$ cat src/rtl/rca_pkg.sv
// Shared types and elaboration helpers for the multi-cycle ripple-carry adder.
package rca_pkg;

  typedef enum logic [1:0] {
    IDLE,
    BUSY,
    DONE
  } state_t;

  function automatic int unsigned nslice(input int unsigned width, input int unsigned slice);
    return width / slice;
  endfunction

  // Counter needs at least one bit even when a single slice covers the word.
  function automatic int unsigned cnt_width(input int unsigned n);
    return (n > 1) ? $clog2(n) : 1;
  endfunction

endpackage

$ cat src/rtl/rca_slice.sv
// Combinational SLICE-bit ripple of full adders.
// With RCA_OVF_EN the carry into the MSB is exported for overflow detection.
module rca_slice #(
  parameter int unsigned SLICE = 16
) (
  input  logic [SLICE-1:0] a,
  input  logic [SLICE-1:0] b,
  input  logic             cin,
  output logic [SLICE-1:0] sum,
`ifdef RCA_OVF_EN
  output logic             c_msb,
`endif
  output logic             cout
);

  logic [SLICE:0] c;

  always_comb begin
    c    = '0;
    sum  = '0;
    c[0] = cin;
    for (int unsigned i = 0; i < SLICE; i++) begin
      sum[i]   = a[i] ^ b[i] ^ c[i];
      c[i+1]   = (a[i] & b[i]) | (c[i] & (a[i] ^ b[i]));
    end
  end

  assign cout = c[SLICE];
`ifdef RCA_OVF_EN
  assign c_msb = c[SLICE-1];
`endif

endmodule

$ cat src/rtl/rca_multicycle.sv
// Multi-cycle ripple-carry adder: one SLICE-bit slice reused over WIDTH/SLICE cycles.
// Optional signed-overflow output enabled by defining RCA_OVF_EN.
module rca_multicycle
  import rca_pkg::*;
#(
  parameter int unsigned WIDTH = 64,
  parameter int unsigned SLICE = 16
) (
  input  logic             clk,
  input  logic             rst_n,
  input  logic             in_valid,
  output logic             in_ready,
  input  logic [WIDTH-1:0] a,
  input  logic [WIDTH-1:0] b,
  input  logic             cin,
  output logic             out_valid,
  input  logic             out_ready,
  output logic [WIDTH-1:0] sum,
`ifdef RCA_OVF_EN
  output logic             ovf,
`endif
  output logic             cout
);

  localparam int unsigned NSLICE = nslice(WIDTH, SLICE);
  localparam int unsigned CNTW   = cnt_width(NSLICE);
  localparam logic [CNTW-1:0] LAST = CNTW'(NSLICE - 1);

  if (SLICE == 0 || WIDTH % SLICE != 0) begin : g_bad_width
    $error("rca_multicycle: WIDTH must be a non-zero multiple of SLICE");
  end

  state_t           state;
  logic [WIDTH-1:0] acc;
  logic [WIDTH-1:0] b_sh;
  logic             carry;
  logic [CNTW-1:0]  cnt;

  logic [SLICE-1:0] slice_sum;
  logic             slice_cout;
  logic [WIDTH-1:0] acc_next;
`ifdef RCA_OVF_EN
  logic             slice_cmsb;
`endif

  rca_slice #(.SLICE(SLICE)) u_slice (
    .a    (acc[SLICE-1:0]),
    .b    (b_sh[SLICE-1:0]),
    .cin  (carry),
    .sum  (slice_sum),
`ifdef RCA_OVF_EN
    .c_msb(slice_cmsb),
`endif
    .cout (slice_cout)
  );

  // The a shift register doubles as the sum accumulator: each consumed slice
  // of a is replaced at the MSB end by its result, so after NSLICE steps it
  // holds the full sum in order. The visible sum only loads on the last step.
  assign acc_next = (acc >> SLICE) | (WIDTH'(slice_sum) << (WIDTH - SLICE));

  always_ff @(posedge clk or negedge rst_n) begin
    if (!rst_n) begin
      state     <= IDLE;
      in_ready  <= 1'b1;
      out_valid <= 1'b0;
      acc       <= '0;
      b_sh      <= '0;
      carry     <= 1'b0;
      cnt       <= '0;
      sum       <= '0;
      cout      <= 1'b0;
`ifdef RCA_OVF_EN
      ovf       <= 1'b0;
`endif
    end else begin
      case (state)
        IDLE: begin
          if (in_valid) begin
            acc      <= a;
            b_sh     <= b;
            carry    <= cin;
            cnt      <= '0;
            in_ready <= 1'b0;
            state    <= BUSY;
          end
        end
        BUSY: begin
          acc   <= acc_next;
          b_sh  <= b_sh >> SLICE;
          carry <= slice_cout;
          cnt   <= cnt + 1'b1;
          if (cnt == LAST) begin
            sum       <= acc_next;
            cout      <= slice_cout;
`ifdef RCA_OVF_EN
            ovf       <= slice_cmsb ^ slice_cout;
`endif
            out_valid <= 1'b1;
            state     <= DONE;
          end
        end
        DONE: begin
          if (out_ready) begin
            out_valid <= 1'b0;
            in_ready  <= 1'b1;
            state     <= IDLE;
          end
        end
        default: begin
          out_valid <= 1'b0;
          in_ready  <= 1'b1;
          state     <= IDLE;
        end
      endcase
    end
  end

endmodule
$ cat config.mk
export PLATFORM = sky130hd
export DESIGN_NAME = rca_multicycle
export DESIGN_NICKNAME = d
export VERILOG_FILES = /design/src/rtl/rca_pkg.sv /design/src/rtl/rca_slice.sv /design/src/rtl/rca_multicycle.sv
export SDC_FILE = /design/constraint.sdc
export NUM_CORES = 1
export LEC_CHECK = 0
export CORE_ASPECT_RATIO = 0.5
export CORE_MARGIN = 1
export CORE_UTILIZATION = 54
export DETAILED_ROUTE_END_ITERATION = 8
export PLACE_DENSITY = 0.85
export SLEW_MARGIN = 20
export SYNTH_ARGS = -nofsm -noshare
export SYNTH_HDL_FRONTEND = slang
export SYNTH_HIERARCHICAL = 1
export SYNTH_SLANG_ARGS = --single-unit
$ cat constraint.sdc
create_clock -name clk -period 11.7 [get_ports clk]
set_clock_uncertainty 0.05 [all_clocks]
set_input_delay 2.34 -clock clk [delete_from_list [all_inputs] [get_ports clk]]
set_output_delay 2.34 -clock clk [all_outputs]
set_load 0.05 [all_outputs]
# Word level (Yosys, flattened, before mapping)

Cells that the tools add are included.

Output and inout port bits: 67
Bits in registers: 200
Word-level logic and storage cells: 124

Reductions and logical operators: 7
Muxes and demuxes: 18
Add/sub/neg operators: 1
Bitwise gates (word level): 83
Equal/unequal tests: 6

Operators with widths:

| kind                                                | number |
|---|---|
| case mux 64 bit (2 select lines)                    | 2 |
| 2-to-1 mux 64 bit                                   | 2 |
| bitwise OR 48 x 64 -> 64 bit                        | 1 |
| AND 1 bit                                           | 32 |
| bitwise XOR 1 bit                                   | 32 |
| bitwise OR 1 bit                                    | 16 |
| AND reduction 3 bit                                 | 3 |
| 2-to-1 mux 2 bit                                    | 4 |
| != test 2 bit, second input constant                | 3 |
| case mux 1 bit (3 select lines)                     | 2 |
| case mux 2 bit (3 select lines)                     | 1 |
| 2-to-1 mux 1 bit                                    | 5 |
| equality test 2 bit, second input constant          | 2 |
| case mux 2 bit (2 select lines)                     | 1 |
| AND reduction 2 bit                                 | 2 |
| adder 2 x 1 -> 2 bit, second input constant         | 1 |
| equality test 2 x 1 -> 1 bit, second input constant | 1 |
| logical NOT 2 bit                                   | 1 |
| NOT 1 bit                                           | 2 |
| case mux 1 bit (2 select lines)                     | 1 |
| nonzero test 2 bit                                  | 1 |

# Longest topological paths before layout

Word-level depth: 34
Gate-level depth with buffers: 22

# Hierarchy

The synthesis kept the hierarchy.

Modules (own cells, without submodules):

| module         | area an instance (um^2) | seq. area each (um^2) | times used | cells an instance |
|---|---|---|---|---|
| rca_multicycle | 8279.2                  | 5006.1                | 1          | 718 |
| rca_slice      | 357.8                   | 0.0                   | 1          | 26 |

# Worst setup path after synthesis

OpenSTA, ideal clock, no wires.

Path kind: register to register
Start: register acc[0]
End: register acc[63]
Clock period less this slack: 6.767 ns
Required time: 11.573 ns
Stages on the path, launching flop included: 23
Data arrival time: 6.640 ns
Path slack: 4.933 ns
Path buffers: 0
Cells stage by stage: dfrtp_1 fa_1 inv_1 fa_1 inv_1 fa_1 fa_1 fa_1 fa_1 fa_1 fa_1 fa_1 fa_1 fa_1 fa_1 fa_1 fa_1 fa_1 inv_1 fa_1 inv_1 o22ai_1 a21oi_1

Longest elaborated chain between the ends: 34
Elaborated cells between the ends (all ways): 35

RTL lines:

| what                                 | RTL line             | source |
|---|---|---|
| start: declaration                   | rca_multicycle.sv:34 | `logic [WIDTH-1:0] acc;` |
| start signal: assignment             | rca_multicycle.sv:89 | `acc <= acc_next;` |
| bitwise XOR 1 bit                    | rca_slice.sv:24      | `c[i+1] = (a[i] & b[i]) \| (c[i] & (a[i] ^ b[i]));` |
| AND 1 bit                            | rca_slice.sv:24      |  |
| bitwise OR 1 bit (*)                 | rca_slice.sv:24      |  |
| AND 1 bit (*)                        | rca_slice.sv:24      |  |
| bitwise OR 1 bit (*)                 | rca_slice.sv:24      |  |
| AND 1 bit (*)                        | rca_slice.sv:24      |  |
| bitwise OR 1 bit (*)                 | rca_slice.sv:24      |  |
| AND 1 bit (*)                        | rca_slice.sv:24      |  |
| [19 not listed]                      | -                    |  |
| AND 1 bit (*)                        | rca_slice.sv:24      |  |
| bitwise OR 1 bit (*)                 | rca_slice.sv:24      |  |
| AND 1 bit (*)                        | rca_slice.sv:24      |  |
| bitwise OR 1 bit (*)                 | rca_slice.sv:24      |  |
| bitwise XOR 1 bit (*)                | rca_slice.sv:23      | `sum[i] = a[i] ^ b[i] ^ c[i];` |
| named net slice_sum[15]              | rca_multicycle.sv:39 | `logic [SLICE-1:0] slice_sum;` |
| bitwise OR 48 x 64 -> 64 bit (*)     | rca_multicycle.sv:60 | `assign acc_next = (acc >> SLICE) \| (WIDTH'(slice_sum) << (WIDTH - SLICE));` |
| case mux 64 bit (2 select lines) (*) | rca_multicycle.sv:77 | `case (state)` |

Mark *: on every way through the listed nets, which the timed path passes. The rest lies on a longest branch.
A chain may end at the register's enable or synchronous reset.

# Worst setup path in the final report

Same ends and word-level chain as after synthesis.

==> results.json <==
{
  "status": "completed",
  "layout_common_cells": "dfrtp_1, clkdlybuf4s50_1, o22ai_1",
  "rsz0062_at_grt": "no",
  "period_needed_ps": 7410,
  "crit_chain": "fa_1 > inv_1 > fa_1 > inv_1 > fa_1 > fa_1 > fa_1 > fa_1 > fa_1 > fa_1 > fa_1 > fa_1 > fa_1 > fa_1 > fa_1 > fa_1 > fa_1 > inv_1 > fa_1 > inv_1 > o22ai_1 > a21oi_1",
  "start_util": 0.557,
  "hold_viol_final": 0,
  "cts-root-buf": "clkbuf_16",
  "syn-num-nets": 894,
  "crit_arrival_ps": 7710,
  "p_int_w": 0.00206,
  "first_pass_iters": 5,
  "fmax_mhz": 135,
  "cts.sinks": 200,
  "vdd_drop_max_mv": 0.166,
  "synth_area_leaders": "dfrtp_1, o22ai_1, a21oi_1",
  "placement.setup.worst_slack_ps": 4500,
  "cp_top_family": "adder cells",
  "powerDensity_mw_per_mm2": 345,
  "synth_ff_type": "dfrtp_1",
  "synth-seq-cells": 200,
  "cts_resized": 0,
  "synth_top_area_cell": "dfrtp_1",
  "postCtsSetupRepairBufs": 0,
  "critPathLaunch": "acc[0]",
  "diodes": 0,
  "drt_drc_violations_left": 0,
  "grt-ovfl-total": 0,
  "fin_util": 0.720,
  "htree_levels": 4,
  "syn_area_per_cell_sq_um": 11.6,
  "gp_congestion": 0.854,
  "r2r_cells": 22,
  "cp_data_required_time_ps": 12000,
  "die_h_um": 91.4,
  "drt-total-wl_mm": 25.4,
  "postCtsHoldBufs": 0,
  "p_clk_frac": 0.144,
  "maxSlewViolCount": 0,
  "pwr-share-seq": 0.358,
  "die_w_um": 181,
  "slowest_stage": "fa_1",
  "p_leak_nw": 4.36,
  "ys_seq_area_frac": 0.580,
  "grt_max_degree": 132,
  "synth_top_area_share": 0.577,
  "cp_max_fo": 3,
  "period_share": 0.633,
  "r2r_setup_slack_ps": 4290,
  "setup_viol": 0,
  "numCtsBuffers": 17,
  "switching_share": 0.464,
  "yosysUniqueCellTypes": 26,
  "startpoint_type": "flop",
  "worstSetupEndpoint": "acc[63]",
  "io_pins": 200,
  "synth-edff-count": 0,
  "dieArea_sq_mm": 0.0165,
  "critical_path_class": "flop to flop",
  "vias": 7208,
  "grt_antenna_before_repair": 0,
  "endpoint_kind": "flop",
  "rows": 32,
  "r2r_end": "acc[63]",
  "postSynthCellCount": 744,
  "ys_async_sr_fraction": 1.00,
  "core_region_area_sq_mm": 0.0155,
  "critPathBufInv": 4,
  "nets": 1049,
  "worst_path_most_repeated_cell": "fa_1",
  "total_power_w": 0.00385,
  "drive_gt1_frac": 0.0833,
  "max_stage_delay_ps": 460,
  "worst_slack_ps": 4290,
  "io_buffers": 199,
  "r2r-start": "acc[0]",
  "viasPerCell": 6.46,
  "drv_cap": 0,
  "slew_headroom": 0.301,
  "syn_to_final_growth_pct": 29.2,
  "worst_pin_slew_ps": 1050,
  "switchingPower_w": 0.00178,
  "whs_path_depth": 1,
  "dpl.hpwl_mm": 16.8,
  "p_comb_frac": 0.499,
  "ys_warn_count": 6,
  "groute.usage.overall": 0.316,
  "cp.depth": 22,
  "cts.clk_slew.worst_paths_ps": 70,
  "grt_pass1_vias": 7292,
  "drtAntennaViolNets": 0,
  "hp-class": "flop to flop",
  "fin_tns_setup_ps": 0,
  "syn_area_sq_mm": 0.00864,
  "grt_first_pass_wirelength_mm": 39.8,
  "first_iter_violations": 723,
  "clock_latency_ps": 430,
  "routedWlPerCell_um": 22.7,
  "clk_path_buf_depth": 2,
  "final_common_cell": "dfrtp_1",
  "cts_tree": "done"
}
-- registers in the layout (all words and copies together) (netlist names) --
register	flops
b_sh	64
carry	1
acc	64
out_valid	1
in_ready	1
cout	1
state	2
cnt	2
sum	64
-- worst min path at each step --
stage,slack (ps),from,endpoint
2_1_floorplan,400,cnt[0],cnt[0]
3_3_place_gp,410,cnt[0],cnt[0]
3_5_place_dp,430,sum[52],sum[52]
4_1_cts,440,cnt[0],cnt[0]
5_1_grt,470,sum[6],sum[6]
6_report,440,sum[19],sum[19]
-- metrics by stage --
stage	hold slack, ps	instances	instance area [sq um]
2_1_floorplan	396	744	8640
3_3_place_gp	410	1084	10600
3_5_place_dp	430	1084	10600
4_1_cts	445	1116	11200
5_1_grt	467	1116	11200
6_report	442	1116	11200
-- synth_stat cells, drive strengths merged, types with 2 or more instances --
library cell / number
a21oi: 115
a22o: 15
buf: 48
clkbuf: 22
dfrtp: 199
fa: 16
inv: 12
mux2: 65
nand2: 4
nand2b: 3
nand3b: 2
nor2: 36
o21ai: 7
o221a: 2
o22ai: 192
-- cell type report --
| type | count | area [sq um] |
|---|---|---|
| multi-input cells | 462 | 3260 |
| fillers | 1064 | 4330 |
| flip-flops and latches | 200 | 5010 |
| well taps | 204 | 255 |
| repair buffers | 206 | 2050 |
| inverters | 12 | 47.5 |
| clock buffers | 19 | 433 |
| clock inverters | 13 | 114 |
-- kinds of logic after synthesis --
family                     synth area share
DFF                                   0.580
AOI/OAI and AO/OA                     0.230
and+or+nand+nor                      0.0229
adders and majority gates            0.0385
buffers and inverters                0.0446
muxes                                0.0847
-- power by group through the flow --
stage | Clock (W) | Combinational [W] | Sequential (W)
6_report | 0.000552 | 0.00192 | 0.00138
5_1_grt | 0.000583 | 0.00204 | 0.00141
4_1_cts | 0.000556 | 0.00190 | 0.00137
3_5_place_dp | 0 | 0.00187 | 0.00137
3_3_place_gp | 0 | 0.00180 | 0.00135
2_1_floorplan | 0 | 0.000944 | 0.00165
-- worst register-to-register path, delay by kind of cell (launching register included) --
| family | cells | cell delay, ps |
|---|---|---|
| flops | 1 | 420 |
| compound gates | 2 | 230 |
| fa+ha+maj | 16 | 6330 |
| buf+inv | 4 | 300 |
-- metal layers --
layer  vias to the layer above  track usage  wire length, um
li1                       3139            -                -
met1                      3587        0.414             9820
met2                       406        0.502            12300
met3                        76       0.0838             2400
met4                         0        0.135              847
met5                         -            0                0
Note: power is estimated with default switching activity, not from simulation.
